--- src/rtl/quire_norm_pkg.sv ---
// Shared types and helpers for the quire normalizer pipeline.
// The default widths here fix the layout of norm_out_t used by quire_norm_pipe.
package quire_norm_pkg;

    localparam int QUIRE_W_DEF    = 64;
    localparam int FRAC_POINT_DEF = 32;
    localparam int FRAC_W_DEF     = 16;
    localparam int EXP_W          = $clog2(QUIRE_W_DEF) + 1;
    localparam int IDX_W          = $clog2(QUIRE_W_DEF);

    typedef struct packed {
        logic                    sign;
        logic [EXP_W-1:0]        exp;
        logic [FRAC_W_DEF-1:0]   frac;
        logic                    guard;
        logic                    sticky;
        logic                    zero;
    } norm_out_t;

    // MSB-priority scan: later (higher) hits overwrite earlier ones; returns 0 for mag==0
    function automatic logic [IDX_W-1:0] lead_one_idx(input logic [QUIRE_W_DEF-1:0] mag);
        logic [IDX_W-1:0] idx;
        idx = '0;
        for (int i = 0; i < QUIRE_W_DEF; i++) begin
            if (mag[i]) begin
                idx = IDX_W'(i);
            end
        end
        return idx;
    endfunction

endpackage

--- src/rtl/quire_norm_pipe_barrel_shift.sv ---
// Combinational log-depth left shifter: one mux layer per bit of the shift amount.
module norm_barrel_shift #(
    parameter int W    = 64,
    parameter int SH_W = $clog2(W)
) (
    input  logic [W-1:0]    mag,
    input  logic [SH_W-1:0] amount,
    output logic [W-1:0]    sh
);

    logic [SH_W:0][W-1:0] stage_w;

    assign stage_w[0] = mag;

    genvar gi;
    generate
        for (gi = 0; gi < SH_W; gi++) begin : g_stage
            assign stage_w[gi+1] = amount[gi] ? (stage_w[gi] << (1 << gi)) : stage_w[gi];
        end
    endgenerate

    assign sh = stage_w[SH_W];

endmodule

--- src/rtl/quire_norm_pipe.sv ---
// Three-stage quire normalizer (magnitude, leading-one, align) with a global stall.
// Build option: QUIRE_NORM_STICKY_EN enables the sticky OR-reduce; otherwise m_sticky is tied 0.
module quire_norm_pipe
    import quire_norm_pkg::*;
#(
    parameter int QUIRE_W    = QUIRE_W_DEF,
    parameter int FRAC_POINT = FRAC_POINT_DEF,
    parameter int FRAC_W     = FRAC_W_DEF
) (
    input  logic                             clk,
    input  logic                             rst_n,
    input  logic [QUIRE_W-1:0]               s_data,
    input  logic                             s_valid,
    output logic                             s_ready,
    output logic                             m_sign,
    output logic [$clog2(QUIRE_W):0]         m_exp,
    output logic [FRAC_W-1:0]                m_frac,
    output logic                             m_guard,
    output logic                             m_sticky,
    output logic                             m_zero,
    output logic                             m_valid,
    input  logic                             m_ready
);

    localparam int SH_W = $clog2(QUIRE_W);

    logic                 stall;
    logic                 s1_valid_reg, s1_sign_reg;
    logic [QUIRE_W-1:0]   s1_mag_reg, s1_mag_next;
    logic                 s2_valid_reg, s2_sign_reg, s2_zero_reg;
    logic [QUIRE_W-1:0]   s2_mag_reg;
    logic [SH_W-1:0]      s2_lead_reg, s2_lead_next;
    logic [EXP_W-1:0]     s2_exp_reg, s2_exp_next;
    logic                 s3_valid_reg;
    norm_out_t            s3_reg, s3_next;
    logic [SH_W-1:0]      shift_amt;
    logic [QUIRE_W-1:0]   sh;

    assign stall   = s3_valid_reg & ~m_ready;
    assign s_ready = ~stall;

    // Two's-complement negate; the most-negative input maps to 2^(QUIRE_W-1) unsigned
    assign s1_mag_next  = s_data[QUIRE_W-1] ? (~s_data + QUIRE_W'(1)) : s_data;
    assign s2_lead_next = lead_one_idx(s1_mag_reg);
    assign s2_exp_next  = (s1_mag_reg == '0) ? '0
                        : ({1'b0, s2_lead_next} - EXP_W'(FRAC_POINT));

    assign shift_amt = SH_W'(QUIRE_W - 1) - s2_lead_reg;

    norm_barrel_shift #(
        .W    (QUIRE_W),
        .SH_W (SH_W)
    ) u_shift (
        .mag    (s2_mag_reg),
        .amount (shift_amt),
        .sh     (sh)
    );

    // The hidden one lands in sh[QUIRE_W-1] and is dropped
`ifdef QUIRE_NORM_STICKY_EN
    logic unused_sh;
    assign unused_sh = sh[QUIRE_W-1];
`else
    logic unused_sh;
    assign unused_sh = ^{sh[QUIRE_W-1], sh[QUIRE_W-3-FRAC_W:0]};
`endif

    always_comb begin
        s3_next        = '0;
        s3_next.sign   = s2_sign_reg;
        s3_next.exp    = s2_exp_reg;
        s3_next.frac   = sh[QUIRE_W-2 -: FRAC_W];
        s3_next.guard  = sh[QUIRE_W-2-FRAC_W];
`ifdef QUIRE_NORM_STICKY_EN
        s3_next.sticky = |sh[QUIRE_W-3-FRAC_W:0];
`else
        s3_next.sticky = 1'b0;
`endif
        s3_next.zero   = s2_zero_reg;
    end

    always_ff @(posedge clk or negedge rst_n) begin
        if (!rst_n) begin
            s1_valid_reg <= 1'b0;
            s1_sign_reg  <= 1'b0;
            s1_mag_reg   <= '0;
            s2_valid_reg <= 1'b0;
            s2_sign_reg  <= 1'b0;
            s2_zero_reg  <= 1'b0;
            s2_mag_reg   <= '0;
            s2_lead_reg  <= '0;
            s2_exp_reg   <= '0;
            s3_valid_reg <= 1'b0;
            s3_reg       <= '0;
        end else if (!stall) begin
            s1_valid_reg <= s_valid;
            s1_sign_reg  <= s_data[QUIRE_W-1];
            s1_mag_reg   <= s1_mag_next;
            s2_valid_reg <= s1_valid_reg;
            s2_sign_reg  <= s1_sign_reg;
            s2_zero_reg  <= (s1_mag_reg == '0);
            s2_mag_reg   <= s1_mag_reg;
            s2_lead_reg  <= s2_lead_next;
            s2_exp_reg   <= s2_exp_next;
            s3_valid_reg <= s2_valid_reg;
            s3_reg       <= s3_next;
        end
    end

    assign m_valid  = s3_valid_reg;
    assign m_sign   = s3_reg.sign;
    assign m_exp    = s3_reg.exp;
    assign m_frac   = s3_reg.frac;
    assign m_guard  = s3_reg.guard;
    assign m_sticky = s3_reg.sticky;
    assign m_zero   = s3_reg.zero;

endmodule

--- config.mk ---
export PLATFORM = sky130hd
export DESIGN_NAME = quire_norm_pipe
export DESIGN_NICKNAME = d
export VERILOG_FILES = /design/src/rtl/quire_norm_pkg.sv /design/src/rtl/quire_norm_pipe_barrel_shift.sv /design/src/rtl/quire_norm_pipe.sv
export SDC_FILE = /design/constraint.sdc
export NUM_CORES = 1
export LEC_CHECK = 0
export BUFFER_PORTS_ARGS = -buffer_cell sky130_fd_sc_hd__buf_2
export CAP_MARGIN = 20
export CELL_PAD_IN_SITES_DETAIL_PLACEMENT = 1
export CELL_PAD_IN_SITES_GLOBAL_PLACEMENT = 2
export CORE_UTILIZATION = 41
export DETAILED_ROUTE_END_ITERATION = 8
export PLACE_DENSITY = 0.92
export SYNTH_ARGS = -nofsm -noshare
export SYNTH_HDL_FRONTEND = slang
export SYNTH_HIERARCHICAL = 1
export SYNTH_SLANG_ARGS = --single-unit
--- constraint.sdc ---
create_clock -name clk -period 7.5 [get_ports clk]
set_input_delay 0.375 -clock clk [delete_from_list [all_inputs] [get_ports clk]]
set_output_delay 0.375 -clock clk [all_outputs]
set_load 0.02 [all_outputs]
==> impl_metrics.py <==
metrics = {
    "timing": {
        "slew_viol_final": 0,
        "min_period_over_period_pct": 49.7,
        "slew_headroom_pct": 28.1,
        "fmax_mhz": 268,
        "tightest_slew_ns": 1.08,
        "finalHoldViolCount": 0,
        "rsz0062_at_grt": "false",
        "period_minus_slack_ns": 3.73,
        "setup_viol": 0,
        "tns_ns": 0,
        "fin_skew_ns": 0.0171,
    },
    "synth": {
        "synth_cells": 1338,
        "synth_area_sq_mm": 0.0121,
        "yosysWarnings": 6,
        "syn_area_per_cell_sq_um": 9.06,
        "syn_nets": 1407,
    },
    "critical_path": {
        "startpoint_type": "register",
        "slowest_delay_ns": 0.73,
        "critical_path_class": "register to register",
        "crit_arrival_ns": 4.05,
        "critical_path_required_ns": 7.82,
        "slowest_stage": "buf_4",
        "crit_path_frequent_cell": "nand2_1",
        "crit_fanout": 54,
        "crit_chain": "inv_4 -> buf_4 -> mux4_2 -> a222oi_1 -> mux2i_1 -> and3_1 -> a211o_1 -> nand2_1 -> nand2_1",
        "rrSetupSlack_ns": 3.77,
        "end_kind": "register",
    },
    "placed_design": {
        "gp_congestion": 0.931,
        "place_inst": 1728,
        "port_buffers": 95,
        "hpwl_microns": 27200,
    },
    "floorplan": {
        "die_h_microns": 174,
        "fp-row-count": 62,
        "dieArea_sq_mm": 0.0302,
        "core_sq_mm": 0.0289,
        "initial_core_util_pct": 42.0,
        "die_w_microns": 174,
        "design.portCount": 97,
    },
    "routing": {
        "wl_microns": 37000,
        "final_antenna_net_count": 0,
        "drt_iter0_drc": 861,
        "drc": 0,
        "viasPerCell": 5.84,
        "routedWlPerCell_microns": 21.0,
        "vias": 10294,
        "drt_pre_antenna_iters": 5,
    },
    "hold_path": {
        "holdCritPathClass": "primary input to register",
    },
    "finish": {
        "fin_util_pct": 46.1,
        "layout.nets": 1435,
        "layout-drive-gt1-share_pct": 18.8,
        "largest_reg_flops": 64,
        "diodes": 0,
        "finalNonFillerCells": 1763,
        "area_growth_pct": 9.72,
    },
    "pwr": {
        "p_per_area_mw_per_mm2": 392,
        "power.total_mw": 5.22,
        "p_comb_share_pct": 50.9,
        "leakagePower_nw": 5.79,
        "seq_power_share_pct": 31.6,
        "pwr-share-clk_pct": 17.5,
        "vdd_ir_drop_max_v": 0.000188,
        "p_sw_mw": 2.33,
        "p_int_mw": 2.89,
        "swShare_pct": 44.6,
    },
    "global_routing": {
        "grt_pass1_wl_microns": 59600,
        "grt.total_usage_pct": 24.9,
        "grt_overflow": 0,
        "antenna_found_initial": 0,
        "grt_max_degree": 170,
        "grt_pass1_vias": 10458,
    },
    "job": {
        "cap_violations": 0,
    },
    "cts": {
        "cts_buffers": 17,
        "htree_num_levels": 4,
        "max-clock-path-buffers": 2,
        "clk_pin_slew_ns": 0.08,
        "post_cts_resized": 0,
        "postCtsSetupRepairBufs": 0,
        "cts_tree": "built",
        "root_buffer": "clkbuf_16",
        "cts_sinks": 170,
        "clock_latency_ns": 0.44,
    },
    "run_status": {
        "outcome": "complete, no violations",
    },
}
==> cells in the final DEF (no fill, tap or decap), types with 9 or more instances in the layout <==
cell type,count
mux4_2,56
o21ai_0,89
a21oi_1,44
nor4_1,23
a22oi_1,10
mux2_2,29
o21a_1,10
clkbuf_16,17
or3_1,14
or4_1,10
o41ai_1,10
mux2i_1,50
buf_2,94
nor2_1,74
nand2_1,361
o31ai_1,20
nor3_1,23
xor2_1,58
dfrtp_1,170
mux4_1,9
inv_1,23
==> stage by stage <==
stage / setup slack [ns] / cell area, sq um / hold WS, ns
after floorplan: 5.16 / 12100 / 0.0794
after global placement: 3.86 / 12600 / 0.444
after detailed placement: 3.78 / 12600 / 0.453
after CTS: 3.77 / 13200 / 0.131
after global routing: 3.55 / 13300 / 0.171
final: 3.77 / 13300 / 0.158
==> final cells by class <==
class	instances	area, sq um
Clock buffer	18	429
Sequential cell	170	4250
Fill cell	3412	15600
Multi-Input combinational cell	1041	7230
Inverter	30	118
Tap cell	384	480
Clock inverter	14	169
Timing Repair Buffer	106	612
==> power groups by stage <==
stage | clock [mW] | sequential (mW) | combinational [mW]
final | 0.913 | 1.65 | 2.66
after global placement | 0 | 1.61 | 2.57
after detailed placement | 0 | 1.65 | 2.62
after global routing | 0.964 | 1.70 | 2.87
after CTS | 0.932 | 1.64 | 2.65
after floorplan | 0 | 1.56 | 1.95
==> layer usage <==
layer  GRT usage, %  vias up  share of wire, %
li1               -     4874                 -
met1           35.4     5105                47
met2           40.5      277                47
met3           2.38       38               3.8
met4           7.13        0               1.9
met5              0        -                 0
==> critical path, delay by kind of cell, from the launching register on <==
kind            cells  cell delay (ns)
buf+inv             2             1.08
compound gates      2             0.92
mux                 2             0.82
flops               1             0.41
simple gates        3             0.35
==> repair_timing <==
action                                 in CTS  in global routing
setup endpoints to repair                   0                  0
endpoints found under the hold margin       0                 42
hold buffers                                0                  1
==> worst paths after layout <==
kind,to,start,cells past startpoint
worst max register to register,m_guard,s2_lead_reg[0],9
min in group asynchronous,s2_mag_reg[2],rst_n,2
worst min-delay path,s1_valid_reg,s_valid,3
max in group asynchronous,s2_mag_reg[51],rst_n,3
worst max-delay path,m_guard,s2_lead_reg[0],9
worst min register to register,m_frac[5],m_frac[5],2
Power figures use the tool's default switching activity.
